--- src/rtl/lfsr_bist_ctrl.sv ---
// lfsr_bist_ctrl: BIST sequencer for the 4-line request interface of the CUT.
// On start it drives request1..4 from a maximal-length 4-bit LFSR for
// NUM_PATTERNS cycles, compacts the CUT response in a 4-bit MISR, then
// compares the final signature with GOLDEN.
//
// Ports:
//   clk_i          system clock, rising edge
//   rst_i          asynchronous active-high reset
//   start_i        begin a run (sampled only in IDLE or DONE)
//   abort_i        synchronous abort, returns to IDLE (priority over start)
//   resp_i         CUT response, one registered cycle behind the requests
//   test_mode_o    high while the controller owns request1..4
//   test_request_o pattern for request4..request1 (bit0 = request1)
//   busy_o         high in RUN or SETTLE
//   done_o         high in DONE
//   pass_o         valid while done: signature equals GOLDEN
//   signature_o    current MISR contents

module lfsr_bist_ctrl #(
    parameter logic [3:0]  SEED         = 4'b0001,
    parameter int unsigned NUM_PATTERNS = 15,
    parameter logic [3:0]  GOLDEN       = 4'b0000
) (
    input  logic       clk_i,
    input  logic       rst_i,
    input  logic       start_i,
    input  logic       abort_i,
    input  logic [3:0] resp_i,
    output logic       test_mode_o,
    output logic [3:0] test_request_o,
    output logic       busy_o,
    output logic       done_o,
    output logic       pass_o,
    output logic [3:0] signature_o
);

    typedef enum logic [2:0] {
        S_IDLE,
        S_RUN,
        S_SETTLE,
        S_CHECK,
        S_DONE
    } state_t;

    // An all-zero LFSR never leaves zero, so a zero seed is replaced.
    localparam logic [3:0]  SEED_EFF = (SEED == 4'b0000) ? 4'b0001 : SEED;
    localparam logic [15:0] LAST_CNT = 16'(NUM_PATTERNS - 1);

    state_t      state_q;
    logic [3:0]  lfsr_q;
    logic [3:0]  lfsr_d;
    logic [3:0]  misr_q;
    logic [3:0]  misr_d;
    logic [15:0] cnt_q;
    logic [3:0]  treq_q;
    logic        tmode_q;
    logic        busy_q;
    logic        done_q;
    logic        pass_q;
    logic        last_pat;

    // x^4 + x^3 + 1, period 15
    assign lfsr_d   = {lfsr_q[2:0], lfsr_q[3] ^ lfsr_q[2]};
    assign misr_d   = {misr_q[2:0], misr_q[3] ^ misr_q[2]} ^ resp_i;
    assign last_pat = (cnt_q == LAST_CNT);

    always_ff @(posedge clk_i or posedge rst_i) begin
        if (rst_i) begin
            state_q <= S_IDLE;
            lfsr_q  <= 4'b0000;
            misr_q  <= 4'b0000;
            cnt_q   <= 16'd0;
            treq_q  <= 4'b0000;
            tmode_q <= 1'b0;
            busy_q  <= 1'b0;
            done_q  <= 1'b0;
            pass_q  <= 1'b0;
        end else if (abort_i) begin
            state_q <= S_IDLE;
            lfsr_q  <= 4'b0000;
            misr_q  <= 4'b0000;
            cnt_q   <= 16'd0;
            treq_q  <= 4'b0000;
            tmode_q <= 1'b0;
            busy_q  <= 1'b0;
            done_q  <= 1'b0;
            pass_q  <= 1'b0;
        end else begin
            unique case (state_q)
                S_IDLE, S_DONE: begin
                    if (start_i) begin
                        state_q <= S_RUN;
                        lfsr_q  <= SEED_EFF;
                        misr_q  <= 4'b0000;
                        cnt_q   <= 16'd0;
                        treq_q  <= SEED_EFF;
                        tmode_q <= 1'b1;
                        busy_q  <= 1'b1;
                        done_q  <= 1'b0;
                        pass_q  <= 1'b0;
                    end
                end
                S_RUN: begin
                    lfsr_q <= lfsr_d;
                    cnt_q  <= cnt_q + 16'd1;
                    // resp in RUN cycle 0 is not a response to any pattern
                    if (cnt_q != 16'd0) begin
                        misr_q <= misr_d;
                    end
                    if (last_pat) begin
                        state_q <= S_SETTLE;
                        treq_q  <= 4'b0000;
                    end else begin
                        treq_q  <= lfsr_d;
                    end
                end
                S_SETTLE: begin
                    // captures the response to the last pattern
                    misr_q  <= misr_d;
                    state_q <= S_CHECK;
                    tmode_q <= 1'b0;
                    busy_q  <= 1'b0;
                end
                S_CHECK: begin
                    pass_q  <= (misr_q == GOLDEN);
                    done_q  <= 1'b1;
                    state_q <= S_DONE;
                end
                default: begin
                    state_q <= S_IDLE;
                end
            endcase
        end
    end

    assign test_mode_o    = tmode_q;
    assign test_request_o = treq_q;
    assign busy_o         = busy_q;
    assign done_o         = done_q;
    assign pass_o         = pass_q;
    assign signature_o    = misr_q;

endmodule

--- config.mk ---
export PLATFORM = sky130hd
export DESIGN_NAME = lfsr_bist_ctrl
export DESIGN_NICKNAME = d
export VERILOG_FILES = /design/src/rtl/lfsr_bist_ctrl.sv
export SDC_FILE = /design/constraint.sdc
export NUM_CORES = 1
export LEC_CHECK = 0
export ABC_AREA = 1
export CORE_MARGIN = 8
export CORE_UTILIZATION = 50
export CTS_CLUSTER_SIZE = 25
export DETAILED_ROUTE_END_ITERATION = 8
export GPL_ROUTABILITY_DRIVEN = 0
export GPL_TIMING_DRIVEN = 0
export PLACE_DENSITY = 0.71
export SLEW_MARGIN = 40
export SYNTH_ARGS = -nofsm -noshare
export SYNTH_HDL_FRONTEND = slang
export SYNTH_SLANG_ARGS = --single-unit
--- constraint.sdc ---
create_clock -name clk_i -period 1.7 [get_ports clk_i]
set_input_delay 0.34 -clock clk_i [delete_from_list [all_inputs] [get_ports clk_i]]
set_output_delay 0.34 -clock clk_i [all_outputs]
set_load 0.02 [all_outputs]
; ---- Word level (Yosys, flattened, before mapping)
; Index checks and enable logic that the tools add are counted.
[word_totals]
regBits = 34
input_bits = 8
output_inout_bits = 12
elab_cells = 58
[classes]
n_addsub = 1
eq_ne = 8
muxes = 25
bitwise = 3
n_reduce_logical = 13
[op_table]
columns = operator, n
row1 = 2-to-1 mux 16 bit, 2
row2 = case mux 16 bit (2 select lines), 1
row3 = 2-to-1 mux 4 bit, 7
row4 = adder 16 x 1 -> 16 bit (second input constant), 1
row5 = equality test 16 x 4 -> 1 bit (second input constant), 1
row6 = case mux 4 bit (2 select lines), 2
row7 = nonzero test 16 bit, 1
row8 = case mux 3 bit (4 select lines), 1
row9 = case mux 4 bit (3 select lines), 1
row10 = 2-to-1 mux 3 bit, 3
row11 = inequality test 3 bit (second input constant), 3
row12 = nonzero test 3 bit, 3
row13 = AND reduction 2 bit, 4
row14 = equality test 3 x 2 -> 1 bit (second input constant), 2
row15 = case mux 1 bit (2 select lines), 3
row16 = 2-to-1 mux 1 bit, 5
row17 = logical NOT 4 bit, 1
row18 = nonzero test 4 bit, 1
row19 = XOR 4 bit, 1
row20 = equality test 3 x 1 -> 1 bit (second input constant), 1
row21 = equality test 3 bit (second input constant), 1
row22 = logical NOT 3 bit, 1
row23 = AND reduction 3 bit, 1
row24 = OR reduction 2 bit, 1
row25 = XOR 1 bit, 2

; ---- Logic depth before layout (Yosys ltp)
[depth]
ltp_word = 5
ltp_mapped = 9
depth_no_buf = 8

; ---- Worst setup path after synthesis
; Ideal clock, no wire load.
[synth_path]
path_type = reg-to-reg
startpoint = register misr_q[2], in the netlist signature_o[2]
endpoint = register misr_q[0], in the netlist signature_o[0]
setup_ns = 0.117
arrival_ns = 1.154
setup_slack_ns = 0.428
path_stages_with_launch = 7
cell_sequence = dfrtp_1 inv_1 ha_1 xnor2_1 nor2_1 nand3_1 nand2_1
[synth_between]
elab_chain_cells = 5
[synth_lines]
columns = element, line_no
row1 = "start, declared", 52  ; logic [3:0] misr_q;
row2 = "start signal, assigned", 108  ; misr_q <= misr_d;
row3 = "start signal, assigned", 119  ; misr_q <= misr_d;
row4 = XOR 1 bit (*), 64  ; assign misr_d = {misr_q[2:0], misr_q[3] ^ misr_q[2]} ^ resp_i;
row5 = XOR 4 bit (*), 64
row6 = 2-to-1 mux 4 bit, 107  ; if (cnt_q != 16'd0) begin
row7 = case mux 4 bit (3 select lines) (*), 89  ; unique case (state_q)
row8 = 2-to-1 mux 4 bit (*), 78  ; end else if (abort_i) begin
; Every way passes the cells marked *; elsewhere a longest branch is shown, timed or not. The select of a mux whose other input is x is not followed.
; A chain may end at the register's enable or synchronous reset.

; ---- Final worst setup path
[layout_path]
startpoint = register misr_q[3], in the netlist signature_o[3]
endpoint = output port signature_o[3]
[layout_lines]
columns = element, line_no
row1 = "end, declared", 34  ; output logic [3:0] signature_o
; No word-level cell between the ends.

==> flow_summary.json <==
{
  "clock-sinks": 34,
  "diodes": 0,
  "leakage_uw": 0.001256,
  "hp-class": "in -> async",
  "cp_slowest_stage_delay_ns": 0.62,
  "cp-start-kind": "flip-flop",
  "drive_gt1_frac": 0.1169,
  "worst_slew_pin_slew_ns": 0.7031,
  "drv_cap": 0,
  "die_w_um": 80.04,
  "final_cell_mix": "nand2_1, dfrtp_1, nor2_1",
  "report.final.slew_viol_count": 0,
  "synth_xor_area_frac": 0.01708,
  "rsz0062_at_grt": "no",
  "drt-initial-drc-count": 147,
  "num-nets-final": 319,
  "multi_input_area_um2": 1016,
  "numPortBuffers": 19,
  "first_pass_iters": 5,
  "crit_path_cell_trace": "clkdlybuf4s50_1",
  "htreeDepth": 2,
  "cp_max_fo": 3,
  "synth_top_area_frac": 0.4149,
  "area_delta_synth_final_pct": 18.18,
  "synth_top_family_by_area": "simple AND/OR/NAND/NOR gates",
  "path_clk_slew_ns": 0.08,
  "start_util": 0.5164,
  "fin_crit_ns": 1.619,
  "synth_cell_types": 27,
  "cp_data_required_time_ns": 1.36,
  "ios": 20,
  "slew_headroom": 0.5306,
  "ant_nets": 0,
  "synth.largest_area_cell": "dfrtp_1",
  "viasPerCell": 5.089,
  "synth.net_count": 293,
  "synthAdderAreaFrac": 0.02441,
  "dp_hpwl_um": 3333,
  "synth.area.mux_share": 0,
  "crit_type": "reg -> out",
  "routed_wirelength_um": 4438,
  "cp_num_buf_inv": 1,
  "grt_max_degree": 35,
  "synth_simple_gate_area_frac": 0.3819,
  "cts_tree": "yes",
  "syn_inst": 281,
  "die_area_um2": 6406,
  "antenna_found_initial": 0,
  "synth_compound_area_frac": 0.07200,
  "slowest_stage": "clkdlybuf4s50_1",
  "grt_pass1_vias": 1731,
  "fillers": 367,
  "end_kind": "output port",
  "worstSkewPairLatency_ns": 0.29,
  "finalCritPeriodShare": 0.9526,
  "die_h_um": 80.04,
  "status": "finished clean",
  "grt_usage": 0.1524,
  "dr_total_vias": 1822,
  "layout_commonest_cell": "nand2_1",
  "design_power_total_uw": 2771,
  "grt_overflow": 0,
  "cts_made_buffers": 5,
  "hold_viol": 0,
  "max_freq_mhz": 617.5,
  "ys_top_cells_by_area": "dfrtp_1, nand2_1, nand3_1",
  "grt_pass1_wl_um": 7665,
  "cts_setup_buffers": 0,
  "worstPathArrival_ns": 1.28,
  "clock_skew_ns": 0.006499,
  "yosysWarnings": 0,
  "drc": 0,
  "seq_area_frac_synth": 0.4149,
  "regArea_um2": 850.8,
  "core_um2": 3971,
  "path_delay_family": "buffers and inverters",
  "netlist_area_um2": 2051,
  "cts_root_buf": "clkbuf_8",
  "powerDensity_nw_per_um2": 1143,
  "num_rows": 23,
  "postLayoutCoreUtil": 0.6103,
  "vdd_drop_max_mv": 0.8558,
  "wire_per_inst_um": 12.40,
  "syn_area_per_cell_um2": 7.298,
  "ys_ff_latch": 34,
  "setup_violations": 0,
  "postCtsHoldBufs": 0,
  "clock_path_buffers": 2
}
-- state kept, by name, indices dropped and copies added, names as in the netlist --
register / flops
cnt_q: 16
lfsr_q: 4
signature_o: 4
test_request_o: 4
state_q: 3
busy_o: 1
done_o: 1
pass_o: 1
-- final cells by class --
| cell class | instances | share of cell area |
|---|---|---|
| buffer | 7 | 0.02168 |
| clock buffer | 5 | 0.02839 |
| clock inverter | 3 | 0.01859 |
| inverter | 35 | 0.05421 |
| multi-input combinational | 205 | 0.4192 |
| sequential | 34 | 0.3511 |
| tap | 50 | 0.02581 |
| timing repair buffer | 19 | 0.08105 |
-- cell families (layout without fill, tap and decap cells) --
logic type | count (synthesis) | in the layout
AND/OR/NAND/NOR | 171 | 171
buffers and inverters | 42 | 69
flip-flops | 34 | 34
AO/OA/AOI/OAI | 26 | 26
adder cells (fa/ha/maj) | 4 | 4
XOR/XNOR | 4 | 4
-- path summary, 6_finish.rpt --
| path | cells past startpoint | to | start | slack, ns |
|---|---|---|---|---|
| min in group clk_i | 2 | test_request_o[3] | test_request_o[3] | 0.48 |
| setup / recovery | 1 | signature_o[3] | signature_o[3] | 0.08 |
| hold reg to reg | 2 | test_request_o[3] | test_request_o[3] | 0.48 |
| max in group asynchronous | 2 | cnt_q[7] | rst_i | 0.77 |
| setup reg to reg | 6 | cnt_q[9] | state_q[2] | 0.28 |
| hold / removal | 2 | test_request_o[1] | rst_i | 0.47 |
-- per-layer routing --
| metal | GRT usage | vias up | part of all wire |
|---|---|---|---|
| li1 | - | 950 | - |
| met1 | 0.1820 | 826 | 0.48 |
| met3 | 0.04392 | 7 | 0.044 |
| met5 | 0 | - | 0 |
| met4 | 0.06909 | 0 | 0.016 |
| met2 | 0.2466 | 39 | 0.46 |
-- per-stage QoR --
stage	setup TNS [ns]	hold slack, ns	setup WS (ns)	instances	instance area [um^2]
6_report	0	0.4746	0.08058	358	2424
5_1_grt	0	0.5002	0.02280	358	2424
4_1_cts	0	0.4888	0.01350	358	2416
3_5_place_dp	-1.039	0.4694	-0.08943	350	2303
3_3_place_gp	-7.681	0.4612	-0.2007	350	2303
2_1_floorplan	0	0.4687	0.4283	281	2051
-- cell usage after synthesis --
master    number
nand3_1       26
nand4_1       11
o21ai_1        6
dfrtp_1       34
nand3_2        1
inv_2          4
o21a_1         1
nor2_1        32
buf_6          2
nand3b_1       2
buf_2          3
a31oi_1        2
o21ai_0        7
buf_4          2
a21oi_1        4
nand2_1       84
o21bai_1       3
a21o_1         1
nor2_4         3
ha_1           4
inv_1         31
nor3_2         1
nand3_4        1
nor2_2         3
o22ai_1        2
xnor2_1        4
nand2_2        7
-- what timing repair did --
action                     4_1_cts  5_1_grt
gates resized for setup          1        3
pin swaps                        0        0
setup endpoints to repair        1        3
hold endpoints to repair         0        0
-- report_power, final --
part           switching (uW)  internal (uW)
Clock                     319            436
Combinational             596            384
Sequential                112            924
Note: power is estimated with default switching activity, not from simulation.
